==> config.mk <==
export PLATFORM = sky130hd
export DESIGN_NAME = exp5_gravador_jogadas
export DESIGN_NICKNAME = d
export VERILOG_FILES = /design/src/rtl/exp5_gravador_jogadas.sv
export SDC_FILE = /design/constraint.sdc
export NUM_CORES = 1
export LEC_CHECK = 0
export BUFFER_PORTS_ARGS = -buffer_cell sky130_fd_sc_hd__buf_2
export CAP_MARGIN = 25
export CORE_ASPECT_RATIO = 1.25
export CORE_MARGIN = 2
export CORE_UTILIZATION = 35
export CTS_BUF_LIST = sky130_fd_sc_hd__clkbuf_16
export CTS_CLUSTER_DIAMETER = 50
export DETAILED_ROUTE_END_ITERATION = 7
export PLACE_DENSITY = 0.63
export SYNTH_ARGS = -nofsm -noshare
export SYNTH_HDL_FRONTEND = slang
export SYNTH_SLANG_ARGS = --single-unit
==> constraint.sdc <==
create_clock -name clock -period 4.3 [get_ports clock]
set_clock_uncertainty 0.1 [all_clocks]
set_input_delay 0.43 -clock clock [delete_from_list [all_inputs] [get_ports clock]]
set_output_delay 0.43 -clock clock [all_outputs]
set_load 0.01 [all_outputs]
==> src/rtl/exp5_gravador_jogadas.sv <==
// Play-sequence recorder: stores one-hot switch entries into a 16x4 sync RAM, one word per button press.
// Latency: press edge to RAM write 2 clocks; accepted entries at most every 4 clocks; read data 1 clock after address.
// Backpressure: none; presses arriving outside ESPERA are ignored, and non-one-hot presses pulse jogada_invalida.
//
// Ports:
//   clock, reset              rising-edge clock, synchronous active-high reset
//   iniciar                   start/restart a recording (level)
//   jogada, chaves            entry button (edge-detected) and switch value
//   endereco_leitura          read address, independent of the writer
//   dado_leitura              RAM[endereco_leitura], registered, read-first
//   pronto                    high while the recording is complete (FIM)
//   jogada_invalida           one-cycle pulse on a press whose chaves is not one-hot
//   db_contagem, db_chaves,   debug: write address, entry register, FSM code
//   db_estado
module exp5_gravador_jogadas #(
  parameter int WIDTH     = 4,
  parameter int ADDR_W    = 4,
  parameter int N_JOGADAS = 16
) (
  input  logic              clock,
  input  logic              reset,
  input  logic              iniciar,
  input  logic              jogada,
  input  logic [WIDTH-1:0]  chaves,
  input  logic [ADDR_W-1:0] endereco_leitura,
  output logic [WIDTH-1:0]  dado_leitura,
  output logic              pronto,
  output logic              jogada_invalida,
  output logic [ADDR_W-1:0] db_contagem,
  output logic [WIDTH-1:0]  db_chaves,
  output logic [3:0]        db_estado
);

  localparam int DEPTH = 1 << ADDR_W;
  localparam logic [ADDR_W-1:0] ULTIMO = ADDR_W'(N_JOGADAS - 1);

  typedef enum logic [3:0] {
    INICIAL  = 4'h0,
    PREPARA  = 4'h1,
    ESPERA   = 4'h2,
    REGISTRA = 4'h3,
    GRAVA    = 4'h4,
    PROXIMO  = 4'h5,
    FIM      = 4'hF
  } estado_t;

  estado_t           estado, prox;
  logic [ADDR_W-1:0] contagem;
  logic [WIDTH-1:0]  registro;
  logic              jogada_q;
  logic              press;
  logic              one_hot;
  logic [WIDTH-1:0]  mem [0:DEPTH-1];

  // A held button produces a single press; release is required before the next one.
  assign press   = jogada & ~jogada_q;
  // Exactly one bit set: non-zero and clearing the lowest set bit leaves nothing.
  assign one_hot = (chaves != '0) && ((chaves & (chaves - WIDTH'(1))) == '0);

  always_ff @(posedge clock) begin
    if (reset) begin
      estado   <= INICIAL;
      contagem <= '0;
      registro <= '0;
      jogada_q <= 1'b0;
    end else begin
      estado   <= prox;
      jogada_q <= jogada;
      case (estado)
        PREPARA: begin
          contagem <= '0;
          registro <= '0;
        end
        REGISTRA: registro <= chaves;
        PROXIMO:  contagem <= contagem + ADDR_W'(1);
        default: ;
      endcase
    end
  end

  always_comb begin
    prox = estado;
    case (estado)
      INICIAL:  if (iniciar) prox = PREPARA;
      PREPARA:  prox = ESPERA;
      ESPERA:   if (press && one_hot) prox = REGISTRA;
      REGISTRA: prox = GRAVA;
      GRAVA:    prox = (contagem == ULTIMO) ? FIM : PROXIMO;
      PROXIMO:  prox = ESPERA;
      FIM:      if (iniciar) prox = PREPARA;
      default:  prox = INICIAL;
    endcase
  end

  // RAM contents survive reset; the write is still suppressed during a reset cycle.
  always_ff @(posedge clock) begin
    if (!reset && estado == GRAVA) begin
      mem[contagem] <= registro;
    end
  end

  // Non-blocking read alongside the write gives read-first behaviour on a collision.
  always_ff @(posedge clock) begin
    if (reset) begin
      dado_leitura <= '0;
    end else begin
      dado_leitura <= mem[endereco_leitura];
    end
  end

  assign pronto          = (estado == FIM);
  assign jogada_invalida = (estado == ESPERA) && press && !one_hot;
  assign db_contagem     = contagem;
  assign db_chaves       = registro;
  assign db_estado       = estado;

endmodule

==> results.yml, run 1 <==
run_status:
  status: "completed"
drt:
  route.final.wire_length_um: 6690
  detail_route.iter0.violations: 208
  postRouteAntennaNets: 0
  vias_per_cell: 5.05
  dr.pass1.iters: 5
  via_count: 2042
  post-route-drc-count: 0
  wirelength_per_cell_um: 16.5
sta:
  layout_worst_path_cycle_share: 0.521
  max_clock_freq_ghz: 0.446
  final-setup-viol-count: 0
  hold_slack_ns: 0.237
  setup-tns-final_ns: 0
  timing_hold_violations_final: 0
  final.setup.worst_slack_ns: 2.06
  grt_setup_unrepaired: "no"
  max_slew_margin: 0.437
  worst-slew-pin-transition_ns: 0.845
  timing.final.max_slew_violations: 0
  period_needed_ns: 2.24
floorplanning:
  top_level_ports: 30
  design.die.area_mm2: 0.0106
  initial_cell_density_of_the_core: 0.358
  die_y_um: 115
  core_area_mm2: 0.00961
  floorplan.rows: 40
  die-width_um: 92.6
power_and_ir_drop:
  power.ir.vdd_worst_mv: 0.236
  report.power.total_mw: 1.85
  total_leakage_power_nw: 1.44
  power_density_mw_per_mm2: 461
  clkPwrFrac: 0.488
  cell_internal_power_mw: 1.51
  comb_power_share: 0.047
  fraction_of_power_consumed_by_sequential_logic: 0.464
  switching_share: 0.187
  total_switching_power_mw: 0.346
setup_path:
  worst_path_max_delay_cell: "nor3_1"
  crit_required_ns: 4.16
  timing.critical_path.buf_inv: 1
  worstPathCellList: "inv_2 -> nor4b_4 -> nand2_1 -> nor3_1"
  cp_delay_by_family_top: "simple AND/OR/NAND/NOR gates"
  cp_data_arrival_time_ns: 2.10
  cp-start-kind: "register"
  timing.critical_path.slowest_cell_delay_ns: 0.58
  path_class: "reg2reg"
  setup.worst_path.end_class: "register"
  cp_max_fo: 11
place:
  place.port_buffers: 29
  dpl_hpwl_um: 4530
  gpl_wtd_cong: 0.761
  post-place-ws_ns: 1.99
synthesis:
  syn_area_mm2: 0.00344
  asyncSetResetFlopFracSynth: 0
  yosys_register_bits: 81
  ys_dominant_reg_cell: "edfxtp_1"
  yosys_warnings: 0
  synth_enable_flop_cells: 64
  synth.lib_cells_used.distinct: 44
  synth_seq_area_share: 0.658
  synthCells: 246
  synth_fp_nets: 262
  post_synth.cell_area_avg_um2: 14.0
finish:
  finish.net_count: 289
  post_route_cells_drive_above_1_share: 0.191
  postLayoutCoreUtil: 0.418
  fill_cells: 885
  insertedDiodeCount: 0
  synthToLayoutAreaGrowth_pct: 16.8
  most-common-layout-cells: "64 x edfxtp_1, 29 x buf_2, 25 x mux2i_1"
  final_common_cell: "edfxtp_1"
  multi_input_area_mm2: 0.00107
  seqCellArea_mm2: 0.00226
cts:
  clk_pin_slew_ns: 0.06
  postCtsSetupRepairBufs: 0
  clock-root-buffer: "clkbuf_16"
  cts-root-to-sink-buffers: 2
  cts_buffers: 9
  tritoncts: "built"
  h_tree_lvl_count: 3
  postCtsHoldBufs: 0
  clkLatencyLatePin_ns: 0.33
  cts_num_sinks: 81
  cts_repair_resize_count: 0
global_route:
  gr-usage-all-layers: 0.139
  grt_start_max_net_pins: 29
  overflow: 0
  grt_first_pass_wirelength_um: 11000
  via_count_of_the_first_global_routing_pass: 2140
  antenna_violations_before_repair: 0
run:
  max_cap_violations: 0
hold_path:
  min-delay-path-class: "in2reg"
-- worst reg2reg max path, cell delays in order (launching register included) --
cell and delay [ns]:
dfxtp_1 0.54, inv_2 0.13, nor4b_4 0.33, nand2_1 0.20, nor3_1 0.58
-- per-stage QoR --
| stage | instances | instance area [µm²] |
|---|---|---|
| finish | 404 | 4010 |
| floorplan | 246 | 3440 |
| global placement | 388 | 3650 |
| CTS | 404 | 4010 |
| global route | 404 | 4010 |
| detailed placement | 388 | 3650 |
-- power groups by stage --
stage / clock network [mW] / registers [mW] / logic, mW
floorplan: 0 / 0.871 / 0.0667
global placement: 0 / 0.876 / 0.0867
detailed placement: 0 / 0.877 / 0.0886
CTS: 0.918 / 0.860 / 0.0892
global route: 0.956 / 0.861 / 0.0981
finish: 0.904 / 0.860 / 0.0878
-- registers in the layout (all words and copies together) (netlist names) --
| signal | count |
|---|---|
| dado_leitura | 4 |
| db_chaves | 4 |
| db_contagem | 4 |
| db_estado | 4 |
| jogada_q | 1 |
| mem | 64 |
-- per-layer routing --
layer / up-vias / track usage / part of all wire
met5: - / 0 / 0
met4: 0 / 0.0559 / 0.0073
met3: 2 / 0.0374 / 0.050
met2: 50 / 0.228 / 0.49
met1: 1007 / 0.176 / 0.45
li1: 983 / - / -
-- layout make-up --
cell class | count | area share
multi-input combinational | 147 | 0.267
sequential | 81 | 0.564
tap | 126 | 0.0393
inverter | 5 | 0.00468
timing repair buffer | 29 | 0.0362
clock inverter | 7 | 0.0337
clock buffer | 9 | 0.0561
-- cells by family after synthesis --
| kind of cell | count (synthesis) | share of synthesized area |
|---|---|---|
| xor+xnor | 2 | 0.00510 |
| fa+ha+maj | 4 | 0.0146 |
| simple gates | 75 | 0.118 |
| buf+inv | 18 | 0.0306 |
| compound gates | 36 | 0.0717 |
| mux | 30 | 0.102 |
| flops | 81 | 0.658 |
-- worst paths after layout --
kind / startpoint / endpoint / slack, ns / cells past startpoint
setup reg to reg: db_estado[2]$_SDFFE_PP0P_ / mem[1][3]$_DFFE_PP_ / 2.06 / 4
hold reg to reg: db_contagem[1]$_SDFFE_PP0P_ / db_contagem[1]$_SDFFE_PP0P_ / 0.45 / 2
setup / recovery: db_estado[2]$_SDFFE_PP0P_ / mem[1][3]$_DFFE_PP_ / 2.06 / 4
hold / removal: jogada / jogada_q$_SDFF_PP0_ / 0.24 / 3
-- Yosys cell counts (2+ instances only) --
library cell   n  area, µm²
edfxtp_1      64       1920
xor2_1         2       17.5
nor2b_1        4       25.0
mux4_2         4       90.1
dfxtp_1       17        340
nor3b_1        2       15.0
ha_1           4       50.1
inv_1          4       15.0
nand2_1       16       60.1
a22oi_1       12       90.1
nor2_1        22       82.6
a21oi_1       10       50.1
nand3_1        9       45.0
buf_6          4       45.0
nand2b_1       3       18.8
mux2i_1       25        250
clkbuf_1       4       15.0
nor3_1         6       30.0
a31oi_1        2       12.5
nand3b_1       3       22.5
buf_2          3       15.0
o31ai_1        3       22.5
o21ai_0        2       10.0
Power figures use the tool's default switching activity.
==> inputs of run 2 (changes only) <==
clock period = 2.2 ns   (was 4.3 ns; I/O delays follow)
==> results.yml, run 2 (synthesis results as in run 1) <==
cts:
  postCtsHoldBufs: 0
  clock-root-buffer: "clkbuf_16"
  clkLatencyLatePin_ns: 0.33
  cts_buffers: 9
  cts-root-to-sink-buffers: 2
  cts_num_sinks: 81
  clk_pin_slew_ns: 0.06
  tritoncts: "built"
  cts_repair_resize_count: 0
  postCtsSetupRepairBufs: 0
  h_tree_lvl_count: 3
floorplanning:
  core_area_mm2: 0.00961
  die_y_um: 115
  initial_cell_density_of_the_core: 0.358
  die-width_um: 92.6
  top_level_ports: 30
  floorplan.rows: 40
  design.die.area_mm2: 0.0106
power_and_ir_drop:
  fraction_of_power_consumed_by_sequential_logic: 0.495
  power_density_mw_per_mm2: 823
  switching_share: 0.201
  power.ir.vdd_worst_mv: 0.423
  comb_power_share: 0.063
  total_leakage_power_nw: 1.50
  report.power.total_mw: 3.35
  clkPwrFrac: 0.442
  total_switching_power_mw: 0.673
  cell_internal_power_mw: 2.68
finish:
  final_common_cell: "edfxtp_1"
  insertedDiodeCount: 0
  most-common-layout-cells: "64 x edfxtp_1, 29 x buf_2, 25 x mux2i_1"
  number_of_flip_flops_in_the_largest_register: 64
  largest_register: "mem"
  finish.net_count: 304
  fill_cells: 903
  post_route_cells_drive_above_1_share: 0.232
  synthToLayoutAreaGrowth_pct: 18.5
global_route:
  grtUsageMet3: 0.0393
  top_usage_layer: "met2"
  globalRouteMet2Util: 0.242
  gr-usage-met1: 0.170
  overflow: 0
  gr-usage-all-layers: 0.142
  grt_start_max_net_pins: 19
  grt_first_pass_wirelength_um: 11200
  antenna_violations_before_repair: 0
  via_count_of_the_first_global_routing_pass: 2167
setup_path:
  setup.worst_path.end_class: "output port"
  cp_max_fo: 10
  cp_data_arrival_time_ns: 1.51
  path_class: "reg2out"
  cp-start-kind: "register"
  crit_required_ns: 1.88
place:
  dpl_hpwl_um: 4850
  place.port_buffers: 29
  gpl_wtd_cong: 0.808
drt:
  dr.pass1.iters: 4
  via_count: 2114
  post-route-drc-count: 0
  postRouteAntennaNets: 0
  detail_route.iter0.violations: 106
  wirelength_per_cell_um: 16.6
  route.final.wire_length_um: 6970
  vias_per_cell: 5.05
sta:
  grt_setup_unrepaired: "no"
  layout_worst_path_cycle_share: 0.831
  timing.final.max_slew_violations: 0
  timing_hold_violations_final: 0
  max_clock_freq_ghz: 0.547
  period_needed_ns: 1.83
  setup-tns-final_ns: 0
  final-setup-viol-count: 0
  worst-slew-pin-transition_ns: 0.459
  max_slew_margin: 0.693
run:
  max_cap_violations: 0
run_status:
  status: "completed"
hold_path:
  min-delay-path-class: "in2reg"
## run 2: metal layers
layer	routed length, µm	part of all wire	vias to the layer above
met1	2970	0.43	1023
met2	3470	0.50	66
met3	380	0.055	11
li1	-	-	1014
met5	0	0	-
met4	150	0.022	0
## run 2: layout make-up
cell class	count	area, µm²	share of cell area
timing repair buffer	44	258	0.0633
sequential	81	2260	0.555
inverter	5	18.8	0.00461
multi-input combinational	147	1070	0.263
clock inverter	6	56.3	0.0138
clock buffer	10	250	0.0614
tap	126	158	0.0387
## run 2: final timing paths
check,startpoint,end,slack [ns],cells past startpoint
worst max register to register,db_estado[3]$_SDFFE_PP0P_,mem[8][1]$_DFFE_PP_,0.38,3
worst max-delay path,db_estado[3]$_SDFFE_PP0P_,jogada_invalida,0.37,4
worst min register to register,db_chaves[3]$_SDFFE_PP0P_,db_chaves[3]$_SDFFE_PP0P_,0.35,2
worst min-delay path,jogada,jogada_q$_SDFF_PP0_,0.02,3
## run 2: worst max-delay path: stages (launching register included)
cell and delay (ns):
dfxtp_1 0.43, nor2_1 0.27, nand3b_1 0.14, nor4_1 0.17
buf_2 0.17
## run 2: power groups by stage
stage	Sequential (mW)	Combinational, mW	Clock [mW]
finish	1.66	0.213	1.48
CTS	1.66	0.212	1.51
global route	1.66	0.232	1.58
global placement	1.69	0.209	0
detailed placement	1.69	0.211	0
floorplan	1.70	0.130	0
## run 2: metrics by stage
stage	cells	worst slack, ns	hold WS (ns)	util	area (µm²)
after floorplan	246	0.328	0.221	-	3440
after global placement	403	0.447	0.339	0.392	3770
after detailed placement	403	0.399	0.348	0.392	3770
after CTS	419	0.346	0.00300	0.424	4070
after global routing	419	0.255	0.0706	0.424	4070
final	419	0.372	0.0179	0.424	4070
